`src/rtl/tinker_fetch_queue.sv`:
```
// Fetch front end for the 2-wide Tinker core: owns the fetch PC, reads two words per
// cycle from memory and buffers {instruction, PC} pairs for the decode stage.
module tinker_fetch_queue #(
  parameter int          DEPTH    = 8,
  parameter logic [63:0] RESET_PC = 64'h2000
) (
  input  logic                     clk,
  input  logic                     reset,
  output logic [63:0]              mem_pc,
  input  logic [31:0]              mem_instr0,
  input  logic [31:0]              mem_instr1,
  input  logic                     redirect,
  input  logic [63:0]              redirect_pc,
  input  logic                     halt_fetch,
  input  logic [1:0]               deq_count,
  output logic                     out_valid0,
  output logic [31:0]              out_instr0,
  output logic [63:0]              out_pc0,
  output logic                     out_valid1,
  output logic [31:0]              out_instr1,
  output logic [63:0]              out_pc1,
  output logic [$clog2(DEPTH):0]   count
);

  localparam int AW = $clog2(DEPTH);
  localparam int CW = AW + 1;

  logic [63:0]   fetch_pc_q, fetch_pc_d;
  logic [AW-1:0] rd_ptr_q, rd_ptr_d;
  logic [AW-1:0] wr_ptr_q, wr_ptr_d;
  logic [CW-1:0] count_q, count_d;
  logic [31:0]   instr_q [DEPTH];
  logic [63:0]   pc_q    [DEPTH];

  logic [1:0]    deq_req, deq_eff, enq_n;
  logic          fetch_odd;
  logic          wr_en0, wr_en1;
  logic [31:0]   wr_instr0;
  logic [63:0]   wr_pc1;
  logic [AW-1:0] wr_idx1, rd_idx1;

  assign wr_idx1 = wr_ptr_q + AW'(1);
  assign rd_idx1 = rd_ptr_q + AW'(1);
  assign fetch_odd = fetch_pc_q[2];

  // NOTE: every signal written here gets a default first so no path leaves a latch.
  always_comb begin
    deq_req    = (deq_count == 2'd3) ? 2'd2 : deq_count;
    deq_eff    = (CW'(deq_req) > count_q) ? count_q[1:0] : deq_req;
    enq_n      = 2'd0;
    fetch_pc_d = fetch_pc_q;
    wr_instr0  = fetch_odd ? mem_instr1 : mem_instr0;
    wr_pc1     = fetch_pc_q + 64'd4;

    // Space is judged on the occupancy before this cycle's dequeue.
    if (!halt_fetch) begin
      if (!fetch_odd && count_q <= CW'(DEPTH - 2)) begin
        enq_n      = 2'd2;
        fetch_pc_d = fetch_pc_q + 64'd8;
      end else if (fetch_odd && count_q <= CW'(DEPTH - 1)) begin
        enq_n      = 2'd1;
        fetch_pc_d = {fetch_pc_q[63:3] + 61'd1, 3'b000};
      end
    end

    rd_ptr_d = rd_ptr_q + AW'(deq_eff);
    wr_ptr_d = wr_ptr_q + AW'(enq_n);
    count_d  = count_q - CW'(deq_eff) + CW'(enq_n);
    wr_en0   = (enq_n != 2'd0);
    wr_en1   = (enq_n == 2'd2);

    if (redirect) begin
      rd_ptr_d   = '0;
      wr_ptr_d   = '0;
      count_d    = '0;
      fetch_pc_d = {redirect_pc[63:2], 2'b00};
      wr_en0     = 1'b0;
      wr_en1     = 1'b0;
    end
  end

  always_ff @(posedge clk or posedge reset) begin
    if (reset) begin
      fetch_pc_q <= RESET_PC;
      rd_ptr_q   <= '0;
      wr_ptr_q   <= '0;
      count_q    <= '0;
    end else begin
      fetch_pc_q <= fetch_pc_d;
      rd_ptr_q   <= rd_ptr_d;
      wr_ptr_q   <= wr_ptr_d;
      count_q    <= count_d;
    end
  end

  // NOTE: storage is reset on purpose so the head fields read as zero right after reset.
  always_ff @(posedge clk or posedge reset) begin
    if (reset) begin
      for (int i = 0; i < DEPTH; i++) begin
        instr_q[i] <= '0;
        pc_q[i]    <= '0;
      end
    end else begin
      for (int i = 0; i < DEPTH; i++) begin
        if (wr_en0 && wr_ptr_q == AW'(i)) begin
          instr_q[i] <= wr_instr0;
          pc_q[i]    <= fetch_pc_q;
        end else if (wr_en1 && wr_idx1 == AW'(i)) begin
          instr_q[i] <= mem_instr1;
          pc_q[i]    <= wr_pc1;
        end
      end
    end
  end

  assign mem_pc     = {fetch_pc_q[63:3], 3'b000};
  assign count      = count_q;
  assign out_valid0 = (count_q >= CW'(1));
  assign out_valid1 = (count_q >= CW'(2));
  assign out_instr0 = instr_q[rd_ptr_q];
  assign out_pc0    = pc_q[rd_ptr_q];
  assign out_instr1 = instr_q[rd_idx1];
  assign out_pc1    = pc_q[rd_idx1];

endmodule

```
`config.mk`:
```
export PLATFORM = sky130hd
export DESIGN_NAME = tinker_fetch_queue
export DESIGN_NICKNAME = d
export VERILOG_FILES = /design/src/rtl/tinker_fetch_queue.sv
export SDC_FILE = /design/constraint.sdc
export NUM_CORES = 2
export LEC_CHECK = 0
export ABC_CLOCK_PERIOD_IN_PS = 27200
export CAP_MARGIN = 30
export CORE_ASPECT_RATIO = 0.8
export CORE_MARGIN = 2
export CORE_UTILIZATION = 54
export CTS_CLUSTER_DIAMETER = 100
export CTS_CLUSTER_SIZE = 10
export DETAILED_ROUTE_END_ITERATION = 12
export PLACE_DENSITY = 0.74
export SLEW_MARGIN = 0
export SYNTH_ARGS = -nofsm -noshare
export SYNTH_HDL_FRONTEND = slang
export SYNTH_SLANG_ARGS = --single-unit
```
`constraint.sdc`:
```
create_clock -name clk -period 27.2 [get_ports clk]
set_input_delay 4.08 -clock clk [delete_from_list [all_inputs] [get_ports clk]]
set_output_delay 4.08 -clock clk [all_outputs]
set_load 0.01 [all_outputs]
```
## Word-level counts from Yosys, hierarchy flattened

Cells that the tools add are included.

| storage, ports and cells | value |
|---|---|
| bits in registers | 842 |
| latch bits | 0 |
| bits in writable memories | 0 |
| memory bits (read-only) | 0 |
| bits of input ports | 134 |
| output and inout bits | 262 |
| logic and storage cells | 146 |
| memories kept | 0 |

| cells by class | value |
|---|---|
| add/subtract/negate cells | 9 |
| multiply operators | 0 |
| divide/modulo/power cells | 0 |
| order comparisons | 7 |
| equal/unequal tests | 17 |
| shift-type cells | 0 |
| muxes and demuxes | 59 |
| bitwise gates (word level) | 2 |
| reduce and logical (&&, ||, !) cells | 32 |

Operators with widths:

| cell | count |
|---|---|
| two-way mux 64 bit | 24 |
| two-way mux 32 bit | 21 |
| binary-select mux 64 bit (select 3 bit) | 2 |
| binary-select mux 32 bit (select 3 bit) | 2 |
| adder 64 x 3 -> 64 bit (second input constant) | 1 |
| adder 64 x 4 -> 64 bit (second input constant) | 1 |
| adder 61 x 1 -> 61 bit (second input constant) | 1 |
| equality test 3 bit (second input constant) | 8 |
| logical AND 1 bit | 18 |
| nonzero test 2 bit | 9 |
| equality test 3 x 2 -> 1 bit (second input constant) | 4 |
| greater-or-equal comparator 4 bit (second input constant) | 2 |
| <= comparator 4 x 3 -> 1 bit (second input constant) | 2 |
| two-way mux 2 bit | 4 |
| inverter 3 -> 4 bit | 2 |
| adder 3 x 1 -> 3 bit (second input constant) | 2 |
| adder 3 x 2 -> 3 bit | 2 |
| equality test 3 x 1 -> 1 bit (second input constant) | 2 |
| zero test 3 bit | 2 |
| two-way mux 3 bit | 2 |
| adder 4 x 2 -> 4 bit | 1 |
| equality test 2 bit (second input constant) | 2 |
| greater-or-equal comparator 4 x 1 -> 1 bit (second input constant) | 1 |
| greater-or-equal comparator 4 x 2 -> 1 bit (second input constant) | 1 |
| other kinds (8) | 10 |

## Logic depth before layout (Yosys ltp)

| logic depth | value |
|---|---|
| depth after elaboration | 10 |
| depth in mapped cells | 14 |
| gate-level depth less buffers | 13 |

## Least setup slack after synthesis

OpenSTA, ideal clock, no wires.

| path | value |
|---|---|
| kind | in2reg |
| start point | input halt_fetch |
| end point | register count_q[3], in the netlist count[3] |
| library setup time | 0.132 ns |
| data arrival time | 6.385 ns |
| required time | 27.068 ns |
| setup slack | 20.684 ns |
| stages | 10 |
| path buffers | 2 |
| cell sequence | clkbuf_1 nor2_1 clkbuf_1 o21a_1 fa_1 ha_1 a21o_1 a21oi_1 xnor2_1 nor2_1 |

| between the ends | value |
|---|---|
| word-level cells in the longest chain between the ends | 3 |

RTL lines:

| item | line | source |
|---|---|---|
| from (decl) | 14 | `input logic halt_fetch,` |
| two-way mux 2 bit | 56 | `if (!halt_fetch) begin` |
| adder 4 x 2 -> 4 bit | 68 | `count_d = count_q - CW'(deq_eff) + CW'(enq_n);` |
| two-way mux 4 bit | 72 | `if (redirect) begin` |
| named net count_d[3] | 31 | `logic [CW-1:0] count_q, count_d;` |
| to (signal assigned) | 92 | `count_q <= count_d;` |
| to (decl) | 31 |  |

The timed path passes the listed nets, and every way through them passes these cells.
A chain may end at the register's enable or synchronous reset.

## Worst setup path in the final report

| path | value |
|---|---|
| start point | register rd_ptr_q[0] |
| end point | output out_pc1[50] |

| between the ends | value |
|---|---|
| word-level cells in the longest chain between the ends | 5 |

RTL lines:

| item | line | source |
|---|---|---|
| from (decl) | 29 | `logic [AW-1:0] rd_ptr_q, rd_ptr_d;` |
| from (signal assigned) | 90 | `rd_ptr_q <= rd_ptr_d;` |
| adder 3 x 1 -> 3 bit | 43 | `assign rd_idx1 = rd_ptr_q + AW'(1);` |
| inverter 3 -> 4 bit (not written as such) | 123 | `assign out_pc1 = pc_q[rd_idx1];` |
| binary-select mux 64 bit (select 3 bit) | 123 |  |
| two-way mux 64 bit (not written as such) (2 in a row) | 123 |  |
| to (decl) | 21 | `output logic [63:0] out_pc1,` |

Every way passes these cells. The select of a mux whose other input is x is not followed.

==> results.md <==
* Fin. max-slew vios at 0
* Distinct cells, synth at 69
* Hold Buf Count CTS at 0
* Worst Setup End Kind: primary output
* Max VDD drop at 0.0001634 V
* Avg Inst Size Synth at 11.40 um^2
* Fin crit share at 34.75%
* Crit Path Category: reg2out
* Io pins at 396
* Power per Cell Area at 113.6 nW/um^2
* Detailed Route WL at 178400 um
* Clk sinks at 824
* Post-Synth XOR/XNOR Area at 0.8425%
* Async S/R FF share, synth at 100.0%
* Max_cap viols at 0
* Crit-path most repeated cell: buf_4
* Mux contribution to synthesized area at 27.89%
* Input/output buffers at 386
* GRT Overall Usage at 37.11%
* Synth Area in Compound Gates at 14.53%
* CP startpoint kind: flop
* Clock Path Buffers at 3
* Critical Path RT at 23.12 ns
* Final Instance Area at 56710 um^2
* Max Fanout on Critical Path at 48
* Worst path max stage delay at 1.01 ns
* Post-synthesis sequential area ratio at 41.33%
* RSZ-0062 raised after global routing: no
* Synth area leaders: dfrtp_1, mux4_2, mux2_2
* Postcts setup bufs at 0
* Dpl cell area at 54210 um^2
* GRT overflow at 0
* Synth top area share at 41.27%
* Yosys reg bits at 824
* Die Area at 94870 um^2
* Detailed-route DRC error count at 0
* Initial antenna violation count at 3
* Die width at 343.9 um
* Detailed Place HPWL at 103100 um
* Initial Util at 54.59%
* Setup-failing EPs final at 0
* CTS buffer count at 92
* Worst-Skew Late Latency at 0.67 ns
* Largest area contributor in the netlist: dfrtp_1
* Syn Inst Count at 4378
* Normalized max-slew margin at 19.54%
* Simple-gate share of the synthesized area at 9.736%
* Post-Synth Adder-Cell Area at 0.5617%
* Register-to-register setup slack at 21.44 ns
* Share of layout cells above drive strength 1 at 24.52%
* Hold crit path type: reg2reg
* Main combinational cell family by area after synthesis: multiplexers
* Routed via count at 42137
* Crit path DAT at 5.37 ns
* Warnings, synthesis at 0
* Outcome: completed
* Drt via density at 7.486
* Routed Antenna Nets at 0
* Final hold vios at 0
* Row Count at 99
* Vias in the first global route at 41228
* Area growth from synthesis to layout at 13.65%
* Minimum clock period at 9.452 ns
* Finished Layout Cells at 5629
* Height of the die at 275.9 um
* Post-synth EDFFs at 0
* Setup TNS at 0 ns
* Post-synth top flop: dfrtp_1
* CTS tree: done
* Routability cong. at 0.8888
* Routed wire per std cell at 31.70 um
* Actual slew at the worst max-slew pin at 1.207 ns
* Slowest stage cell, crit path: dfrtp_4
* Drt first-iter violations at 6118
* # H-tree levels at 3
* Fmax at 105.8 MHz
* Clock transition at the registers of the reported paths at 0.06 ns
* Largest net degree at the start of global routing at 183
* Lkg Pwr at 22.95 nW
* Crit-path cells: ha_4 > xor2_4 > buf_4 > buf_4 > mux2_2 > clkdlybuf4s50_1
* Resized Gates After CTS at 0
* # fillers at 7137
* Root Driver: clkbuf_16
* Cell Area, Synth at 49900 um^2
* # placed instances at 5516
* Core Region at 91420 um^2
* Nets@finish at 4556
* First-pass GRT wire length at 264200 um
* Drt pass-1 iters at 6
* Skew final at 0.03852 ns
[routing by layer]
metal,vias to the layer above,global-route usage [%],wire (um)
li1,16789,-,-
met5,-,0,0
met2,3342,54.86,78050
met3,716,11.00,24070
met1,21290,50.12,66170
met4,0,18.90,10140
[final cells by class]
class	instances	area (um^2)	area share (%)
Tap cell	1212	1516	2.674
Timing Repair Buffer	499	5035	8.879
Sequential cell	824	20630	36.39
Multi-Input combinational cell	2956	27010	47.64
Clock inverter	3	26.28	0.04633
Antenna cell	4	10.01	0.01765
Clock buffer	102	2361	4.163
Inverter	29	112.6	0.1986
[state kept, by name (all words and copies together) (netlist names)]
signal / count
wr_ptr_q: 3
rd_ptr_q: 3
pc_q: 496
fetch_pc_q: 62
instr_q: 256
count: 4
[per-stage QoR]
step | total power [mW] | worst slack, ns | util [%] | hold slack [ns]
floorplan | 3.997 | 11.80 | - | 0.4577
CTS | 6.399 | 17.71 | 61.92 | 0.5092
global route | 6.702 | 17.52 | 62.03 | 0.5283
detailed placement | 5.289 | 18.43 | 59.30 | 0.4915
global placement | 5.189 | 18.45 | 59.01 | 0.4815
finish | 6.440 | 17.75 | 62.03 | 0.5207
[kinds of logic (layout without fill, tap and decap cells)]
family	count (synthesis)	count (layout)
AO/OA/AOI/OAI	975	975
XOR/XNOR	48	48
adder cells (fa/ha/maj)	20	20
buffers and inverters	604	633
flip-flops	824	824
multiplexers	864	864
other	1	11
AND/OR/NAND/NOR	1042	1042
[path summary, 6_finish.rpt]
kind,start,to,cells past startpoint
max,rd_ptr_q[0],out_pc1[50],6
min,pc_q[387],pc_q[387],2
max reg2reg,count[3],pc_q[123],10
min reg2reg,pc_q[387],pc_q[387],2
max in group asynchronous,reset,instr_q[151],6
min in group asynchronous,reset,pc_q[203],2
[power by group]
| group | internal [mW] | switching (mW) | leakage (nW) | total [mW] |
|---|---|---|---|---|
| registers | 1.66 | 0.441 | 10.7 | 2.10 |
| logic | 1.84 | 1.40 | 11.1 | 3.24 |
| clock network | 0.604 | 0.496 | 1.17 | 1.10 |
| total | 4.10 | 2.34 | 22.9 | 6.44 |
[cells in the final DEF (no fill, tap or decap), drive strengths merged, types with 20 or more instances in the layout]
cell type / n
mux2i: 39
xor2: 27
nand2: 334
o221ai: 43
o21ai: 227
clkbuf: 102
nor4: 23
nand3: 92
a31oi: 23
buf: 114
nor3: 38
xnor2: 21
o211ai: 115
a21oi: 112
nor2b: 20
a221o: 248
clkdlybuf4s50: 385
mux4: 376
nor2: 329
a22oi: 105
or4: 30
inv: 26
mux2: 449
nand4: 64
and4: 21
and2: 34
dfrtp: 823
[critical path, delay by kind of cell (launching register included)]
family | cells | cell delay [ns]
buf+inv | 3 | 2.09
flops | 1 | 1.01
mux | 1 | 0.50
xor+xnor | 1 | 0.78
fa+ha+maj | 1 | 0.27
[synth_stat cells (27+ instances only)]
master	instances
xor2_1	27
o21ai_0	226
nand2_1	334
a21oi_1	112
clkbuf_1	426
o221ai_1	43
nand3_1	92
nor2_1	329
dfrtp_1	823
or4_1	30
nand4_1	64
o211ai_1	115
buf_1	62
a22oi_1	105
mux4_2	376
buf_4	69
mux2_2	449
mux2i_1	39
a221o_1	248
nor3_1	38
Note: power is estimated with default switching activity, not from simulation.
